## config.mk

```make
export PLATFORM = sky130hd
export DESIGN_NAME = uart_cmd_parser
export DESIGN_NICKNAME = d
export VERILOG_FILES = /design/src/rtl/uart_cmd_parser.sv
export SDC_FILE = /design/constraint.sdc
export NUM_CORES = 1
export LEC_CHECK = 0
export ABC_AREA = 1
export ABC_CLOCK_PERIOD_IN_PS = 2700
export CAP_MARGIN = 20
export CORE_ASPECT_RATIO = 0.5
export CORE_MARGIN = 2
export CORE_UTILIZATION = 47
export DETAILED_ROUTE_END_ITERATION = 7
export PLACE_DENSITY_LB_ADDON = 0.12
export SLEW_MARGIN = 5
export SYNTH_ARGS = -nofsm -noshare
export SYNTH_HDL_FRONTEND = slang
export SYNTH_SLANG_ARGS = --single-unit
```

## constraint.sdc

```tcl
create_clock -name clk50_dup -period 2.7 [get_ports clk50_dup]
set_clock_uncertainty 0.2 [all_clocks]
set_input_delay 0.54 -clock clk50_dup [delete_from_list [all_inputs] [get_ports clk50_dup]]
set_output_delay 0.54 -clock clk50_dup [all_outputs]
set_load 0.005 [all_outputs]
```

## src/rtl/uart_cmd_parser.sv

```systemverilog
// Byte-level UART command parser: decodes 'W'/'R' frames into register-bus transactions.
// Read frames are compiled in only when UART_PARSER_READ_EN is defined.
module uart_cmd_parser #(
  parameter int unsigned TIMEOUT_CYCLES = 5000000,
  parameter int unsigned TIMEOUT_W      = 23
) (
  input  logic        clk50_dup,
  input  logic        rst,
  input  logic [7:0]  rx_data,
  input  logic        rx_valid,
  output logic [7:0]  tx_data,
  output logic        tx_valid,
  input  logic        tx_busy,
  output logic [15:0] int_address,
  output logic [7:0]  int_wr_data,
  output logic        int_write,
  output logic        int_read,
  output logic        int_req,
  input  logic        int_gnt,
  input  logic [7:0]  int_rd_data,
  output logic        overrun
);

  localparam logic [7:0]           CMD_WRITE     = 8'h57;
  localparam logic [TIMEOUT_W-1:0] TIMEOUT_LIMIT = TIMEOUT_W'(TIMEOUT_CYCLES);
`ifdef UART_PARSER_READ_EN
  localparam logic [7:0]           CMD_READ      = 8'h52;
`endif

  typedef enum logic [3:0] {
    S_IDLE, S_ADDR_HI, S_ADDR_LO, S_LEN, S_WDATA, S_WBUS
`ifdef UART_PARSER_READ_EN
    , S_RBUS, S_RWAIT, S_TX
`endif
  } state_t;

  state_t               state, state_nxt;
  logic [15:0]          address_nxt;
  logic [7:0]           wr_data_nxt;
  logic [8:0]           remaining, remaining_nxt;
  logic [TIMEOUT_W-1:0] timeout_cnt, timeout_nxt;
  logic                 overrun_nxt;
  logic                 req_nxt;
  logic                 timed_out;
  logic                 last_byte;
`ifdef UART_PARSER_READ_EN
  logic                 is_read, is_read_nxt;
  logic [7:0]           tx_data_nxt;
  logic                 tx_valid_nxt;
`endif

  assign timed_out = !rx_valid && (timeout_cnt >= TIMEOUT_LIMIT);
  assign last_byte = (remaining == 9'd1);

  // NOTE: every variable gets a default before the case so no path can infer a latch.
  always_comb begin
    state_nxt     = state;
    address_nxt   = int_address;
    wr_data_nxt   = int_wr_data;
    remaining_nxt = remaining;
    overrun_nxt   = overrun;
    timeout_nxt   = rx_valid ? '0 :
                    (timeout_cnt >= TIMEOUT_LIMIT) ? timeout_cnt : timeout_cnt + TIMEOUT_W'(1);
`ifdef UART_PARSER_READ_EN
    is_read_nxt   = is_read;
    tx_data_nxt   = tx_data;
    tx_valid_nxt  = 1'b0;
`endif
    case (state)
      S_IDLE: begin
        if (rx_valid && rx_data == CMD_WRITE) begin
          state_nxt = S_ADDR_HI;
`ifdef UART_PARSER_READ_EN
          is_read_nxt = 1'b0;
        end else if (rx_valid && rx_data == CMD_READ) begin
          state_nxt   = S_ADDR_HI;
          is_read_nxt = 1'b1;
`endif
        end
      end
      S_ADDR_HI: begin
        if (timed_out) state_nxt = S_IDLE;
        else if (rx_valid) begin
          address_nxt[15:8] = rx_data;
          state_nxt         = S_ADDR_LO;
        end
      end
      S_ADDR_LO: begin
        if (timed_out) state_nxt = S_IDLE;
        else if (rx_valid) begin
          address_nxt[7:0] = rx_data;
          state_nxt        = S_LEN;
        end
      end
      S_LEN: begin
        if (timed_out) state_nxt = S_IDLE;
        else if (rx_valid) begin
          // A length byte of zero encodes 256 transfers.
          remaining_nxt = {rx_data == 8'd0, rx_data};
          state_nxt     = S_WDATA;
`ifdef UART_PARSER_READ_EN
          if (is_read) state_nxt = S_RBUS;
`endif
        end
      end
      S_WDATA: begin
        if (timed_out) state_nxt = S_IDLE;
        else if (rx_valid) begin
          wr_data_nxt = rx_data;
          state_nxt   = S_WBUS;
        end
      end
      S_WBUS: begin
        if (rx_valid) overrun_nxt = 1'b1;
        if (int_gnt) begin
          address_nxt   = int_address + 16'd1;
          remaining_nxt = remaining - 9'd1;
          state_nxt     = last_byte ? S_IDLE : S_WDATA;
        end
      end
`ifdef UART_PARSER_READ_EN
      S_RBUS: begin
        if (rx_valid) overrun_nxt = 1'b1;
        if (int_gnt) state_nxt = S_RWAIT;
      end
      S_RWAIT: begin
        if (rx_valid) overrun_nxt = 1'b1;
        tx_data_nxt = int_rd_data;
        state_nxt   = S_TX;
      end
      S_TX: begin
        if (rx_valid) overrun_nxt = 1'b1;
        if (!tx_busy) begin
          tx_valid_nxt  = 1'b1;
          address_nxt   = int_address + 16'd1;
          remaining_nxt = remaining - 9'd1;
          state_nxt     = last_byte ? S_IDLE : S_RBUS;
        end
      end
`endif
      default: state_nxt = S_IDLE;
    endcase

    req_nxt = (state_nxt == S_WBUS);
`ifdef UART_PARSER_READ_EN
    req_nxt = req_nxt || (state_nxt == S_RBUS);
`endif
  end

  // NOTE: bus outputs are registered from the next state, so they only move on state changes.
  always_ff @(posedge clk50_dup or posedge rst) begin
    if (rst) begin
      state       <= S_IDLE;
      int_address <= '0;
      int_wr_data <= '0;
      remaining   <= '0;
      timeout_cnt <= '0;
      overrun     <= 1'b0;
      int_req     <= 1'b0;
      int_write   <= 1'b0;
    end else begin
      state       <= state_nxt;
      int_address <= address_nxt;
      int_wr_data <= wr_data_nxt;
      remaining   <= remaining_nxt;
      timeout_cnt <= timeout_nxt;
      overrun     <= overrun_nxt;
      int_req     <= req_nxt;
      int_write   <= (state_nxt == S_WBUS);
    end
  end

`ifdef UART_PARSER_READ_EN
  always_ff @(posedge clk50_dup or posedge rst) begin
    if (rst) begin
      is_read  <= 1'b0;
      int_read <= 1'b0;
      tx_data  <= '0;
      tx_valid <= 1'b0;
    end else begin
      is_read  <= is_read_nxt;
      int_read <= (state_nxt == S_RBUS);
      tx_data  <= tx_data_nxt;
      tx_valid <= tx_valid_nxt;
    end
  end
`else
  logic unused_read_inputs;
  assign unused_read_inputs = ^{tx_busy, int_rd_data};
  assign tx_data  = '0;
  assign tx_valid = 1'b0;
  assign int_read = 1'b0;
`endif

endmodule

```

==> impl_metrics.ini, run 1 <==
[place]
placed_cells = 768
gp_congestion = 0.8868
port_buffers = 38
placed_area_sq_um = 4664
dp_hpwl_mm = 7.209

[critical_path]
regToRegSetupSlack_ns = 0.52
worstSetupStartpointType = flop
reg2regPathDepth = 7
reg2reg_from = timeout_cnt[15]
worstReg2RegEnd = state[2]
cp_data_required_time_ns = 2.77
startpoint = timeout_cnt[15]
endpoint_kind = flop
cp-endpoint = state[2]
path_max_fanout = 24
arrival_ns = 2.25
crit_type = reg -> reg

[yosys]
ys_warn_count = 0
netlist-cell-type-count = 39
synth_largest_area_cell = dfrtp_1
synthArstFlopShare_pct = 100.0
seq_area_frac_synth_pct = 36.74
synthCells = 623
synth_edf_count = 0
synth_commonest_cells = nand2_1 (194), nor2_1 (88), dfrtp_1 (62), inv_1 (62), nand3_1 (53)
ys_ff_latch = 62
synth_most_common_cell = nand2_1
synth_ff_type = dfrtp_1
syn-cell-area_sq_um = 4223
netlist.area_leader.share_pct = 36.74
yosys-top-cells-area = dfrtp_1 (37%), nand2_1 (17%), nor2_1 (7.8%)
synth_area_per_cell_sq_um = 6.778

[die]
die_h_microns = 71.03
rows = 24
start_util_pct = 48.49
die_w_microns = 138.1
io_pins = 58
core_sq_um = 8708
dieArea_sq_um = 9805

[global_route]
grt_pass1_wl_mm = 17.88
grt_usage_pct = 22.56
antenna_found_initial = 0
first_global_vias = 3781
grt_max_degree = 63
grt_overflow = 0

[final_layout]
design_area_sq_um = 5002
area_growth_pct = 18.46
fin_util_pct = 57.44
fin_cells = 784
fin_nets = 688
layout-drive-gt1-share_pct = 8.246
diodes = 0

[clocking]
cts_buffers = 9
cts_tree = yes
clkSlewWorstSetupHoldPaths_ns = 0.05
cts_resized = 0
cts_num_sinks = 62
post-cts-setup-buffers = 0
cts-root-buf = clkbuf_16
cts_hold_buf = 0
htreeDepth = 3
clk_latency_ns = 0.34
cts_max_path_buffers = 2

[timing]
hold_violations = 0
report.final.slew_viol_count = 0
finalCriticalPeriod_ns = 2.183
grt_setup_unrepaired = no
fmax_mhz = 458.1
fin_crit_sh_pct = 80.85
fin_setup_tns_ns = 0
setup_violations = 0

[power]
power.static_leakage_nw = 2.366
power_density_nw_per_um2 = 641.3
ir_drop_uv = 360.7

[route]
drt_wl_total_mm = 10.19
ant_nets = 0
dr.pass1.iters = 6
drc = 0
wire_per_inst_microns = 13.00
dr_total_vias = 3950
drt_iter0_drc = 210
viasPerCell = 5.038

[job]
cap_violations = 0

[worst_hold_path]
hold_path_class = reg -> reg

[run_status]
status = completed
-- registers in the layout (all words and copies together), names as in the netlist --
name / flops
overrun: 1
timeout_cnt: 23
int_wr_data: 8
int_req: 1
remaining: 9
state: 4
int_address: 16
-- cell type report --
type	instances	area, sq um
tap	117	146.4
clock buffer	9	225.2
timing repair buffer	45	445.4
inverter	67	259.0
fill	847	3706
multi-input combinational	477	2262
clock inverter	7	112.6
sequential	62	1551
-- power breakdown --
group | internal, mW | switching, mW
registers | 1.07 | 0.166
clock network | 0.896 | 0.430
logic | 0.320 | 0.327
-- worst min-delay path by stage --
stage | startpoint | end | slack [ns] | depth (start not counted)
3_3_place_gp | overrun | overrun | 0.26 | 1
2_1_floorplan | overrun | overrun | 0.27 | 1
4_1_cts | overrun | overrun | 0.29 | 1
5_1_grt | overrun | overrun | 0.31 | 1
3_5_place_dp | overrun | overrun | 0.27 | 1
6_report | overrun | overrun | 0.28 | 1
-- per-stage QoR --
step	power [mW]	hold WS [ns]	setup slack [ns]
floorplan	1.582	0.2678	0.4186
global placement	1.880	0.2607	0.3160
detailed placement	1.898	0.2701	0.3410
CTS	3.236	0.2853	0.5208
global route	3.383	0.3086	0.2869
finish	3.208	0.2782	0.5170
-- cell usage in the layout (no fill, tap or decap), drive strengths merged, types with 5 or more instances in the layout --
cell type and instances:
ha 5, nand4 11, dfrtp 62, inv 66, nor2 93, clkbuf 9, xnor2 5, a21oi 20
conb 11, nor3 7, buf 7, nand2 201, o21ai 40, clkdlybuf4s50 38, xor2 10, nand3 59
-- routing by layer --
layer	part of all wire [%]	GRT usage, %	vias up
met3	5.4	6.635	11
met1	48	28.61	1811
li1	-	-	2037
met4	1.0	6.009	0
met5	0	0	-
met2	45	38.34	91
-- worst max-delay path, stage by stage, from the launching register on --
cell and delay, ns:
dfrtp_1 0.43, nor2_1 0.18, a21oi_1 0.08, o21ai_1 0.22, nand3_2 0.31, nand2_2 0.48
nand2_1 0.13, nand2_1 0.08
-- cells by family after synthesis --
kind of cell,synth area share [%]
adder cells (fa/ha/maj),1.481
multiplexers,0.2666
AO/OA/AOI/OAI,8.978
XOR/XNOR,3.111
flip-flops,36.74
buffers and inverters,10.58
other,0.08880
AND/OR/NAND/NOR,38.76
No activity file was read; power rests on OpenSTA's default activity.
==> run 2, diff against run 1 <==
Settings changed: ABC_CLOCK_PERIOD_IN_PS 2700 to 1780.
Clock period 2.7 ns to 1.78 ns, I/O delays scaled along.
==> run 2 against run 1 <==
Net effect:
- via count grew 9.7%
- utilization increased by 9.9 points
- die area is the same
- global-route usage rose by 0.78 points
- setup slack worse by 0.49 ns
- sequential cell count stayed put
- sequential power up 42%
- sequential share of layout area decreased by 4.3 points
- clock power grew 31%
- hold slack worse by 0.0074 ns
- wire length rose by 12%
==> impl_metrics.ini, run 2 (synthesized netlist as in run 1, its figures left out) <==
[power]
power_switching_mw = 1.520
p_seq_share_pct = 35.1
p_int_mw = 3.501
power_frac_clock_pct = 34.6
power.static_leakage_nw = 2.826
power_density_nw_per_um2 = 856.1
combPwrFrac_pct = 30.4
ir_drop_uv = 584.4
power.total_mw = 5.021
swShare_pct = 30.28

[critical_path]
slowest_delay_ns = 0.50
cp_slowest_cell = clkdlybuf4s50_1
endpoint_kind = output pin
path_max_fanout = 2
worstSetupStartpointType = flop
reg2regPathDepth = 9
crit_cells = 1
crit_chain = clkdlybuf4s50_1
crit_type = reg -> out
cp_data_required_time_ns = 1.22
worst-path-buf-inv = 1
arrival_ns = 1.20
cp_top_family = buffers and inverters

[place]
pre_cts_slack_ns = -0.2434
placed_area_sq_um = 5046
dp_hpwl_mm = 7.682
gp_congestion = 0.8997
port_buffers = 38

[route]
wire_per_inst_microns = 13.35
dr.pass1.iters = 7
drt_iter0_drc = 296
drc = 0
viasPerCell = 5.062
drt_wl_total_mm = 11.43
ant_nets = 0
dr_total_vias = 4333

[clocking]
cts_buffers = 9
htreeDepth = 3
clk_latency_ns = 0.34
cts_hold_buf = 0
cts-root-buf = clkbuf_16
cts_tree = yes
cts_max_path_buffers = 2
cts_num_sinks = 62
clkSlewWorstSetupHoldPaths_ns = 0.06

[die]
core_sq_um = 8708
dieArea_sq_um = 9805
rows = 24
die_h_microns = 71.03
io_pins = 58
start_util_pct = 48.49
die_w_microns = 138.1

[timing]
fin_crit_sh_pct = 98.50
report.final.slew_viol_count = 0
setup_violations = 0
fmax_mhz = 570.4
grt_setup_unrepaired = yes
setup_slack_ns = 0.02675
finalCriticalPeriod_ns = 1.753
hold_violations = 0

[run_status]
status = completed

[final_layout]
layout_commonest_cell = nand2_1
area_growth_pct = 38.87
top_regs = timeout_cnt x23, int_address x16, remaining x9
n_fill_cell = 730
layout-drive-gt1-share_pct = 25.71
diodes = 0
largest_reg_flops = 23
fin_util_pct = 67.34
final_cell_mix = nand2_1 (164), nor2_1 (79), buf_4 (73), inv_1 (57), dfrtp_1 (51)
largest_register = timeout_cnt
design_area_sq_um = 5864
fin_nets = 761

[global_route]
antenna_found_initial = 0
grt_pass1_wl_mm = 18.44
grt_max_degree = 63
grt_usage_pct = 23.34
first_global_vias = 3955
grt_overflow = 0

[job]
cap_violations = 0

[worst_hold_path]
hold_path_class = in -> async
run 2: power by group through the flow:
stage | clock [mW] | sequential, mW | combinational, mW
after global routing | 1.83 | 1.79 | 1.69
after floorplan | 0 | 1.84 | 0.556
after global placement | 0 | 1.84 | 1.17
final | 1.74 | 1.76 | 1.52
after detailed placement | 0 | 1.85 | 1.19
after CTS | 1.76 | 1.75 | 1.42
run 2: per-stage QoR:
step / hold slack (ns) / cells / setup TNS [ns]
floorplan: 0.2678 / 633 / 0
global placement: 0.2648 / 815 / -6.731
detailed placement: 0.2694 / 815 / -6.988
CTS: 0.2790 / 844 / -0.04737
global route: 0.3276 / 856 / -0.2934
finish: 0.2708 / 856 / 0
run 2: worst paths after layout:
| kind | from | endpoint | slack (ns) |
|---|---|---|---|
| min | rst | int_wr_data[2] | 0.27 |
| max reg2reg | timeout_cnt[21] | timeout_cnt[12] | 0.03 |
| min in group clk50_dup | overrun | overrun | 0.28 |
| max | int_address[9] | int_address[9] | 0.03 |
| min reg2reg | overrun | overrun | 0.28 |
| max in group asynchronous | rst | timeout_cnt[19] | 0.83 |
run 2: layout make-up:
type / count / area, sq um / share of cell area, %
inverter: 67 / 265.3 / 4.523
timing repair buffer: 118 / 1075 / 18.33
clock buffer: 10 / 239.0 / 4.075
sequential: 62 / 1565 / 26.69
multi-input combinational: 477 / 2524 / 43.03
clock inverter: 5 / 50.05 / 0.8534
tap: 117 / 146.4 / 2.496
run 2: per-layer routing:
layer,part of all wire [%],track usage (%),vias to the layer above
li1,-,-,2180
met3,5.6,5.416,13
met1,46,31.16,2008
met2,48,38.39,132
met5,0,0,-
met4,1.2,7.143,0
run 2: repair_timing:
action	4_1_cts	5_1_grt
gates cloned	0	3
setup endpoints to repair	16	50
pin swaps	0	17
gates resized for setup	5	92
setup buffers	14	9
==> run 3, diff against run 2 <==
Settings changed: GPL_ROUTABILITY_DRIVEN from default to 0.
==> run 3 against run 2 <==
Net effect:
- non-clock buffer count down 6
- cell area down 3.7%
- via count down 1.2%
- sequential power about the same
- hold slack worse by 0.013 ns
- total power up 1.2%
- clock power up 3%
- sequential share of layout area up 0.96 points
- utilization down 2.5 points
- register-to-register slack better by 0.04 ns
- sequential cell count unchanged
- critical path type unchanged
- highest routed layer unchanged
==> impl_metrics.ini, run 3 (synthesized netlist as in run 1, its figures left out) <==
[run_status]
status = completed

[critical_path]
worst-path-buf-inv = 1
crit_type = reg -> out
slowest_delay_ns = 0.50
cp_top_family = buffers and inverters
cp_slowest_cell = clkdlybuf4s50_1
arrival_ns = 1.20
crit_chain = clkdlybuf4s50_1
path_max_fanout = 2
endpoint_kind = output pin
worstSetupStartpointType = flop
cp_data_required_time_ns = 1.22

[timing]
finalCriticalPeriod_ns = 1.761
grt_setup_unrepaired = yes
setup_violations = 0
fmax_mhz = 568.0
report.final.slew_viol_count = 0
hold_ws_ns = 0.2581
fin_setup_tns_ns = 0
hold_violations = 0
fin_crit_sh_pct = 98.92

[final_layout]
regArea_sq_um = 1562
final_cell_mix = nand2_1 (192), nor2_1 (82), buf_4 (70), inv_1 (59), dfrtp_1 (54)
largest_register = timeout_cnt
layout_commonest_cell = nand2_1
n_fill_cell = 807
diodes = 0
fin_cells = 851
design_area_sq_um = 5648
top_regs = timeout_cnt x23, int_address x16, remaining x9
multiInputGateArea_sq_um = 2370
area_growth_pct = 33.75
layout-drive-gt1-share_pct = 19.75
fin_nets = 755
largest_reg_flops = 23

[route]
wl_met1_mm = 5.257
drt_wl_total_mm = 11.21
ant_nets = 0
routed.top_layer = met4
drt_iter0_drc = 214
dr_wl_met3_microns = 546
wire_per_inst_microns = 13.18
dr.pass1.iters = 5
drc = 0
dr_total_vias = 4280
viasPerCell = 5.029
wl_met2_mm = 5.280

[global_route]
grt_usage_pct = 23.82
grt_max_degree = 63
antenna_found_initial = 0
grt_pass1_wl_mm = 18.77
grt_overflow = 0
first_global_vias = 4062

[die]
die_h_microns = 71.03
start_util_pct = 48.49
rows = 24
core_sq_um = 8708
io_pins = 58
dieArea_sq_um = 9805
die_w_microns = 138.1

[power]
p_seq_share_pct = 34.6
power.static_leakage_nw = 2.791
power.total_mw = 5.081
power_density_nw_per_um2 = 899.7
swShare_pct = 30.13
power_frac_clock_pct = 35.4
combPwrFrac_pct = 30.1
p_int_mw = 3.550
ir_drop_uv = 747.5
power_switching_mw = 1.531

[job]
cap_violations = 0

[place]
port_buffers = 38
placed_area_sq_um = 5061
placed_cells = 817
dp_hpwl_mm = 7.749

[clocking]
cts_buffers = 9
cts-root-buf = clkbuf_16
clk_latency_ns = 0.34
htreeDepth = 3
cts_num_sinks = 62
cts_tree = yes
cts_max_path_buffers = 2
clkSlewWorstSetupHoldPaths_ns = 0.06

[worst_hold_path]
hold_path_class = in -> async
==> run 3: power by group through the flow <==
stage | Sequential (mW) | Clock [mW] | Combinational, mW
after global placement | 1.84 | 0 | 1.17
after global routing | 1.78 | 1.90 | 1.68
after CTS | 1.75 | 1.84 | 1.44
final | 1.76 | 1.80 | 1.53
after floorplan | 1.84 | 0 | 0.556
after detailed placement | 1.85 | 0 | 1.19
==> run 3: path summary, 6_finish.rpt <==
check                                   to  depth (start not counted)       startpoint  slack, ns
min reg2reg                        overrun                          1          overrun       0.27
max                        int_address[11]                          1  int_address[11]       0.02
min                         int_wr_data[6]                          3              rst       0.26
max in group asynchronous   timeout_cnt[8]                          3              rst       0.82
min in group clk50_dup             overrun                          1          overrun       0.27
max reg2reg                 timeout_cnt[9]                          9  timeout_cnt[16]       0.07
==> run 3: layout make-up <==
cell class,instances,share of cell area [%]
multi-input combinational,477,41.96
sequential,62,27.65
clock inverter,4,0.7975
tap,117,2.592
inverter,67,4.696
timing repair buffer,112,17.77
clock buffer,12,4.541
==> run 3: layer usage <==
metal	track usage [%]	vias to the layer above
met3	5.484	13
met4	7.029	0
met5	0	-
li1	-	2172
met1	31.36	2000
met2	39.93	95
==> run 3: through the flow <==
| stage | utilization [%] | setup slack (ns) |
|---|---|---|
| 2_1_floorplan | - | 0.08684 |
| 3_3_place_gp | 58.12 | -0.2377 |
| 3_5_place_dp | 58.12 | -0.2359 |
| 4_1_cts | 63.02 | 0.002812 |
| 5_1_grt | 64.86 | -0.05150 |
| 6_report | 64.86 | 0.01930 |
==> run 3: repair_timing <==
item,CTS,global route
gates resized for setup,6,37
setup endpoints to repair,19,45
endpoints found under the hold margin,0,0
pin swaps,0,5
cloned,0,1
setup buffers,15,2
hold buffers,0,0
